[src/rtl/icache_refill_controller.sv]
`default_nettype none
// ============================================================================
// Module      : icache_refill_controller
// Description : I-cache miss sequencer: one line request, beat fill, tag
//               install, completion pulse; flush cancels or drains a refill.
//               Optional macro ICACHE_REFILL_PERF_EN adds perf counters.
// Revision    : 1.0 - initial release
// ============================================================================
module icache_refill_controller #(
    parameter int ADDR_WIDTH  = 32,
    parameter int WORD_WIDTH  = 32,
    parameter int LINE_WORDS  = 4,
    parameter int INDEX_WIDTH = 6,
    localparam int OFFSET_WIDTH = $clog2(LINE_WORDS * WORD_WIDTH / 8),
    localparam int WSEL_WIDTH   = $clog2(LINE_WORDS),
    localparam int TAG_WIDTH    = ADDR_WIDTH - INDEX_WIDTH - OFFSET_WIDTH
) (
    input  logic                   clk,
    input  logic                   rst,
    input  logic                   missValid,
    input  logic [ADDR_WIDTH-1:0]  missAddr,
    input  logic                   flush,
    output logic                   memReqValid,
    input  logic                   memReqReady,
    output logic [ADDR_WIDTH-1:0]  memReqAddr,
    input  logic                   memRspValid,
    input  logic [WORD_WIDTH-1:0]  memRspData,
    output logic                   fillDataWE,
    output logic [INDEX_WIDTH-1:0] fillIndex,
    output logic [WSEL_WIDTH-1:0]  fillWordSel,
    output logic [WORD_WIDTH-1:0]  fillData,
    output logic                   fillTagWE,
    output logic [TAG_WIDTH-1:0]   fillTag,
    output logic                   busy,
`ifdef ICACHE_REFILL_PERF_EN
    output logic                   refillDone,
    output logic [31:0]            perfMissCount,
    output logic [31:0]            perfStallCycles
`else
    output logic                   refillDone
`endif
);

    localparam logic [2:0] c_IDLE  = 3'd0;
    localparam logic [2:0] c_REQ   = 3'd1;
    localparam logic [2:0] c_RESP  = 3'd2;
    localparam logic [2:0] c_TAG   = 3'd3;
    localparam logic [2:0] c_DONE  = 3'd4;
    localparam logic [2:0] c_DRAIN = 3'd5;

    localparam logic [ADDR_WIDTH-1:0] c_LINE_MASK =
        ~((ADDR_WIDTH'(1) << OFFSET_WIDTH) - ADDR_WIDTH'(1));
    localparam logic [WSEL_WIDTH-1:0] c_LAST_BEAT = WSEL_WIDTH'(LINE_WORDS - 1);

    logic [2:0]            r_state;
    logic [ADDR_WIDTH-1:0] r_lineAddr;
    logic [WSEL_WIDTH-1:0] r_beatCnt;
    logic                  r_suppressDone;

    logic w_reqFire;
    logic w_lastBeat;

    assign w_reqFire  = (r_state == c_REQ) && memReqReady;
    assign w_lastBeat = memRspValid && (r_beatCnt == c_LAST_BEAT);

    always_ff @(posedge clk or posedge rst) begin
        if (rst) begin
            r_state        <= c_IDLE;
            r_lineAddr     <= '0;
            r_beatCnt      <= '0;
            r_suppressDone <= 1'b0;
        end else begin
            case (r_state)
                c_IDLE: begin
                    if (missValid && !flush) begin
                        r_lineAddr <= missAddr & c_LINE_MASK;
                        r_state    <= c_REQ;
                    end
                end
                c_REQ: begin
                    // A flush that coincides with the handshake still owes us a full line of beats.
                    if (w_reqFire) begin
                        r_beatCnt <= '0;
                        r_state   <= flush ? c_DRAIN : c_RESP;
                    end else if (flush) begin
                        r_state <= c_IDLE;
                    end
                end
                c_RESP: begin
                    if (memRspValid) begin
                        r_beatCnt <= r_beatCnt + 1'b1;
                    end
                    if (w_lastBeat) begin
                        r_state <= flush ? c_IDLE : c_TAG;
                    end else if (flush) begin
                        r_state <= c_DRAIN;
                    end
                end
                c_TAG: begin
                    r_suppressDone <= flush;
                    r_state        <= c_DONE;
                end
                c_DONE: begin
                    r_suppressDone <= 1'b0;
                    r_state        <= c_IDLE;
                end
                c_DRAIN: begin
                    if (memRspValid) begin
                        r_beatCnt <= r_beatCnt + 1'b1;
                    end
                    if (w_lastBeat) begin
                        r_state <= c_IDLE;
                    end
                end
                default: r_state <= c_IDLE;
            endcase
        end
    end

    // Payload outputs are gated by their strobes so idle outputs read as zero.
    assign busy        = (r_state != c_IDLE);
    assign memReqValid = (r_state == c_REQ);
    assign memReqAddr  = memReqValid ? r_lineAddr : '0;
    assign fillDataWE  = (r_state == c_RESP) && memRspValid;
    assign fillWordSel = fillDataWE ? r_beatCnt : '0;
    assign fillData    = fillDataWE ? memRspData : '0;
    assign fillTagWE   = (r_state == c_TAG);
    assign fillTag     = fillTagWE ? r_lineAddr[ADDR_WIDTH-1 -: TAG_WIDTH] : '0;
    assign fillIndex   = (fillDataWE || fillTagWE) ? r_lineAddr[OFFSET_WIDTH +: INDEX_WIDTH] : '0;
    assign refillDone  = (r_state == c_DONE) && !flush && !r_suppressDone;

`ifdef ICACHE_REFILL_PERF_EN
    always_ff @(posedge clk or posedge rst) begin
        if (rst) begin
            perfMissCount   <= '0;
            perfStallCycles <= '0;
        end else begin
            if (w_reqFire && (perfMissCount != 32'hFFFF_FFFF)) begin
                perfMissCount <= perfMissCount + 32'd1;
            end
            if (busy && (perfStallCycles != 32'hFFFF_FFFF)) begin
                perfStallCycles <= perfStallCycles + 32'd1;
            end
        end
    end
`endif

endmodule
`default_nettype wire
[config.mk]
export PLATFORM = sky130hd
export DESIGN_NAME = icache_refill_controller
export DESIGN_NICKNAME = d
export VERILOG_FILES = /design/src/rtl/icache_refill_controller.sv
export SDC_FILE = /design/constraint.sdc
export NUM_CORES = 1
export LEC_CHECK = 0
export ABC_CLOCK_PERIOD_IN_PS = 3600
export CAP_MARGIN = 20
export CORE_MARGIN = 2
export CORE_UTILIZATION = 37
export DETAILED_ROUTE_END_ITERATION = 8
export PLACE_DENSITY = 0.87
export SLEW_MARGIN = 10
export SYNTH_ARGS = -nofsm -noshare
export SYNTH_HDL_FRONTEND = slang
export SYNTH_SLANG_ARGS = --single-unit
[constraint.sdc]
create_clock -name clk -period 3.6 [get_ports clk]
set_input_delay 0.72 -clock clk [delete_from_list [all_inputs] [get_ports clk]]
set_output_delay 0.72 -clock clk [all_outputs]
set_load 0.02 [all_outputs]
---- Yosys cells after proc, flatten, opt, wreduce, memory -nomap -nowiden ----
Cells that the tools add are included.
operators by class
  reduce and logical (&&, ||, !) cells .... 17
  equality and inequality tests ........... 12
  add/subtract/negate cells ............... 1
  multiplexer cells ....................... 18
operators by type and width
  kind                                                    count
  2-to-1 mux 32 bit                                       2
  2-to-1 mux 22 bit                                       1
  2-to-1 mux 3 bit                                        7
  one-hot mux 3 bit (5 select lines)                      1
  2-to-1 mux 2 bit                                        4
  == test 3 x 2 -> 1 bit (second input constant)          2
  == test 3 bit (second input constant)                   2
  logical AND 1 bit                                       6
  2-to-1 mux 6 bit                                        1
  inequality test 2 x 1 -> 1 bit (second input constant)  2
  inequality test 2 bit (second input constant)           2
  one-hot mux 2 bit (2 select lines)                      1
  AND reduction 4 bit                                     1
  nonzero test 2 bit                                      2
  == test 3 x 1 -> 1 bit (second input constant)          1
  zero test 3 bit                                         1
  inequality test 3 x 2 -> 1 bit (second input constant)  1
  inequality test 3 bit (second input constant)           1
  AND reduction 3 bit                                     1
  nonzero test 3 bit                                      1
  adder 2 x 1 -> 2 bit (second input constant)            1
  == test 2 bit (second input constant)                   1
  zero test 1 bit                                         2
  one-hot mux 1 bit (2 select lines)                      1
  3 further kinds                                         3
storage, ports and cells
  output and inout port bits .............. 99
  bits in registers ....................... 34
  input bits .............................. 70

---- Depth between registers and ports, before layout ----
  word-level depth ........................ 4
  depth in mapped cells ................... 6

---- Worst setup path after synthesis ----
No wires, ideal clock.
  path kind ............................... input-to-output
  from .................................... in memRspValid
  to ...................................... out fillData[22]
  path slack .............................. 1243 ps
  arrival time ............................ 1637 ps
  path buffers ............................ 1
  stages .................................. 3
  data required time ...................... 2880 ps
  path through ............................ and4bb_2 > clkbuf_1 > and2_1
between the ends
  cells in the longest elaborated chain, start to end .. 2
RTL lines
  element            RTL line  RTL
  start, declared    26        input logic memRspValid,
  logical AND 1 bit  124       assign fillDataWE = (r_state == c_RESP) && memRspValid;
  via fillDataWE     28        output logic fillDataWE,
  2-to-1 mux 32 bit  126       assign fillData = fillDataWE ? memRspData : '0;
  end, declared      31        output logic [WORD_WIDTH-1:0] fillData,
The timed path passes the listed nets, and every way through them passes these cells.

---- Worst setup path after layout ----
  from .................................... in memRspValid
  to ...................................... out fillData[18]
between the ends
  cells in the longest elaborated chain, start to end .. 2
RTL lines
  element            RTL line
  logical AND 1 bit  124
  2-to-1 mux 32 bit  126
Every way passes these cells.

==> impl_metrics.ini <==
[detailed_routing]
final_antenna_net_count = 0
drc_errors = 0
wl_per_cell_um = 14.5
wl_mm = 6.46
vias = 2009
vias_per_cell = 4.49
drt-pass1-iter-count = 4
drtIter0Drc = 46

[finish]
nets = 442
diodes = 0
layout-drive-gt1-share_pct = 12.6
fin_util_pct = 67.4
area_growth_pct = 77.5
fill_cells = 457

[floorplanning]
core_area_um2 = 5850
die_x_um = 81.5
pin_count = 169
rows = 28
die_h_um = 81.5
fp.dieArea_um2 = 6640
start_util_pct = 38.0

[synthesis]
synth-async-reset-ratio_pct = 100
yosysSeqAreaShare_pct = 38.3
yosys_warnings = 0
synth_top_area_share_pct = 38.3
syn_inst = 215
synth_edf_count = 0
synth_most_common_cell = and2_1
synth_commonest_cells = and2_1 (90), dfrtp_1 (34), mux2_4 (20)
yosys-top-cells-area = dfrtp_1 (38%), and2_1 (25%), mux2_4 (14%)
synth_top_area_cell = dfrtp_1
ys.flop_type = dfrtp_1
synth_cell_type_count = 34
ys_seq_elements = 34
synth_area_per_cell_um2 = 10.3
syn_area_um2 = 2220

[global_routing]
track_usage_pct = 19.5
globalRouteMet1Util_pct = 24.2
top_usage_layer = met2
grt_max_degree = 35
grt_pass1_wl_mm = 9.90
met3_usage_pct = 5.60
grtUsageMet2_pct = 33.6
grt-ovfl-total = 0
antenna_found_initial = 0
grt_pass1_vias = 2022

[critical_path]
crit_fanout = 34
worstPathRequired_ns = 2.88
crit_type = in -> out
cp-start-kind = primary input
crit_arrival_ns = 2.55
critPathCaptureType = output port

[power_and_ir_drop]
power_frac_clock_pct = 13.7
p_sw_uw = 937
intPower_mw = 1.59
p_leak_nw = 1.71
p_comb_share_pct = 57.4
peakVddDrop_v = 0.000441
seqPwrFrac_pct = 28.9
powerDensity_nw_per_um2 = 642
p_sw_share_pct = 37.0

[timing]
min_period_over_period_pct = 90.8
timing.fmax_mhz = 306
fin_setup_tns_ns = 0
setup_viol = 0
rsz0062_at_grt = false
slew_viol_final = 0
hold_slack_ns = 0.520
fin_skew_ns = 0.00340
hold_viol = 0
layout_min_cycle_time_ns = 3.27

[clock_tree]
cts_buffers = 5
cts_hold_buf = 0
clk_pin_slew_ns = 0.07
clk_latency_ns = 0.28
htreeDepth = 2
cts_resized = 0
cts_root_buf = clkbuf_8
cts.path.max_buffers = 2
postCtsSetupRepairBufs = 0
cts_tree = done
clock_sinks = 34

[placement]
dp_hpwl_mm = 5.03
gp_congestion = 0.838
buffer_ports.inserted = 160

[outcome]
status = finished clean

[run]
drv_cap = 0

[min_path]
min_path_type = reg -> reg
==> flip-flops by register name, summed over array words and instances, names as in the netlist <==
register,count
r_state,3
r_lineAddr,28
r_beatCnt,2
r_suppressDone,1
==> path summary, 6_finish.rpt <==
path                            slack (ns)              to           start  cells after the start
worst min register to register        0.52  r_lineAddr[29]  r_lineAddr[29]                      1
worst max-delay path                  0.33    fillData[18]     memRspValid                      5
worst min-delay path                  0.52  r_lineAddr[29]  r_lineAddr[29]                      1
max in group asynchronous             2.45      r_state[0]             rst                      3
worst max register to register        1.77   r_lineAddr[5]      r_state[1]                      3
min in group asynchronous             0.84  r_lineAddr[26]             rst                      3
==> routing by layer <==
layer / vias to the layer above / share of wire, %
met4: 0 / 1.2
met3: 9 / 5.9
met2: 59 / 51
li1: 995 / -
met1: 946 / 42
met5: - / 0
==> layout by cell type, fill, tap and decap left out, types with 2 or more instances in the layout <==
cell               n
mux2_2             9
nand2_1            6
a21oi_1            3
a31oi_1            3
dfrtp_1           34
mux2_4            20
clkdlybuf4s50_1  160
nor2_1             3
clkbuf_8           5
mux2i_1            2
inv_1              5
and2_1            90
buf_4              5
nor2b_1            2
conb_1             4
clkinv_2           2
==> power groups by stage <==
stage                     combinational [mW]  clock (mW)  sequential, mW
after floorplan                        0.928           0           0.657
after global placement                  1.43           0           0.722
after detailed placement                1.46           0           0.734
after CTS                               1.47       0.359           0.732
after global routing                    1.56       0.375           0.764
final                                   1.45       0.346           0.733
==> through the flow <==
stage                     total power, mW  instance area, µm²  instances  setup slack, ns
after detailed placement             2.20                3830        439            0.330
after global routing                 2.70                3940        447            0.232
final                                2.53                3940        447            0.332
after CTS                            2.56                3940        447            0.325
after global placement               2.15                3830        439            0.360
after floorplan                      1.58                2230        218             1.24
==> cells by family after synthesis <==
family                     after synthesis  synth area share (%)
AOI/OAI and AO/OA                       12                  3.49
adders and majority gates                1                 0.563
buffers and inverters                   24                  6.99
DFF                                     34                  38.3
muxes                                   31                  19.0
other                                    1                 0.169
and+or+nand+nor                        112                  31.5
==> cell type report <==
cell class	count	area (µm²)	area share, %
multi-input cells	160	1230	31.2
clock buffers	5	68.8	1.75
clock inverters	3	40.0	1.02
inverters	5	18.8	0.476
well taps	75	93.8	2.38
repair buffers	165	1640	41.6
flip-flops and latches	34	851	21.6
==> worst max-delay path, stage by stage <==
cell and delay (ns):
clkdlybuf4s50_1 0.50, and4bb_2 0.26, buf_4 0.26, and2_1 0.18, clkdlybuf4s50_1 0.61
Note: power is estimated with default switching activity, not from simulation.
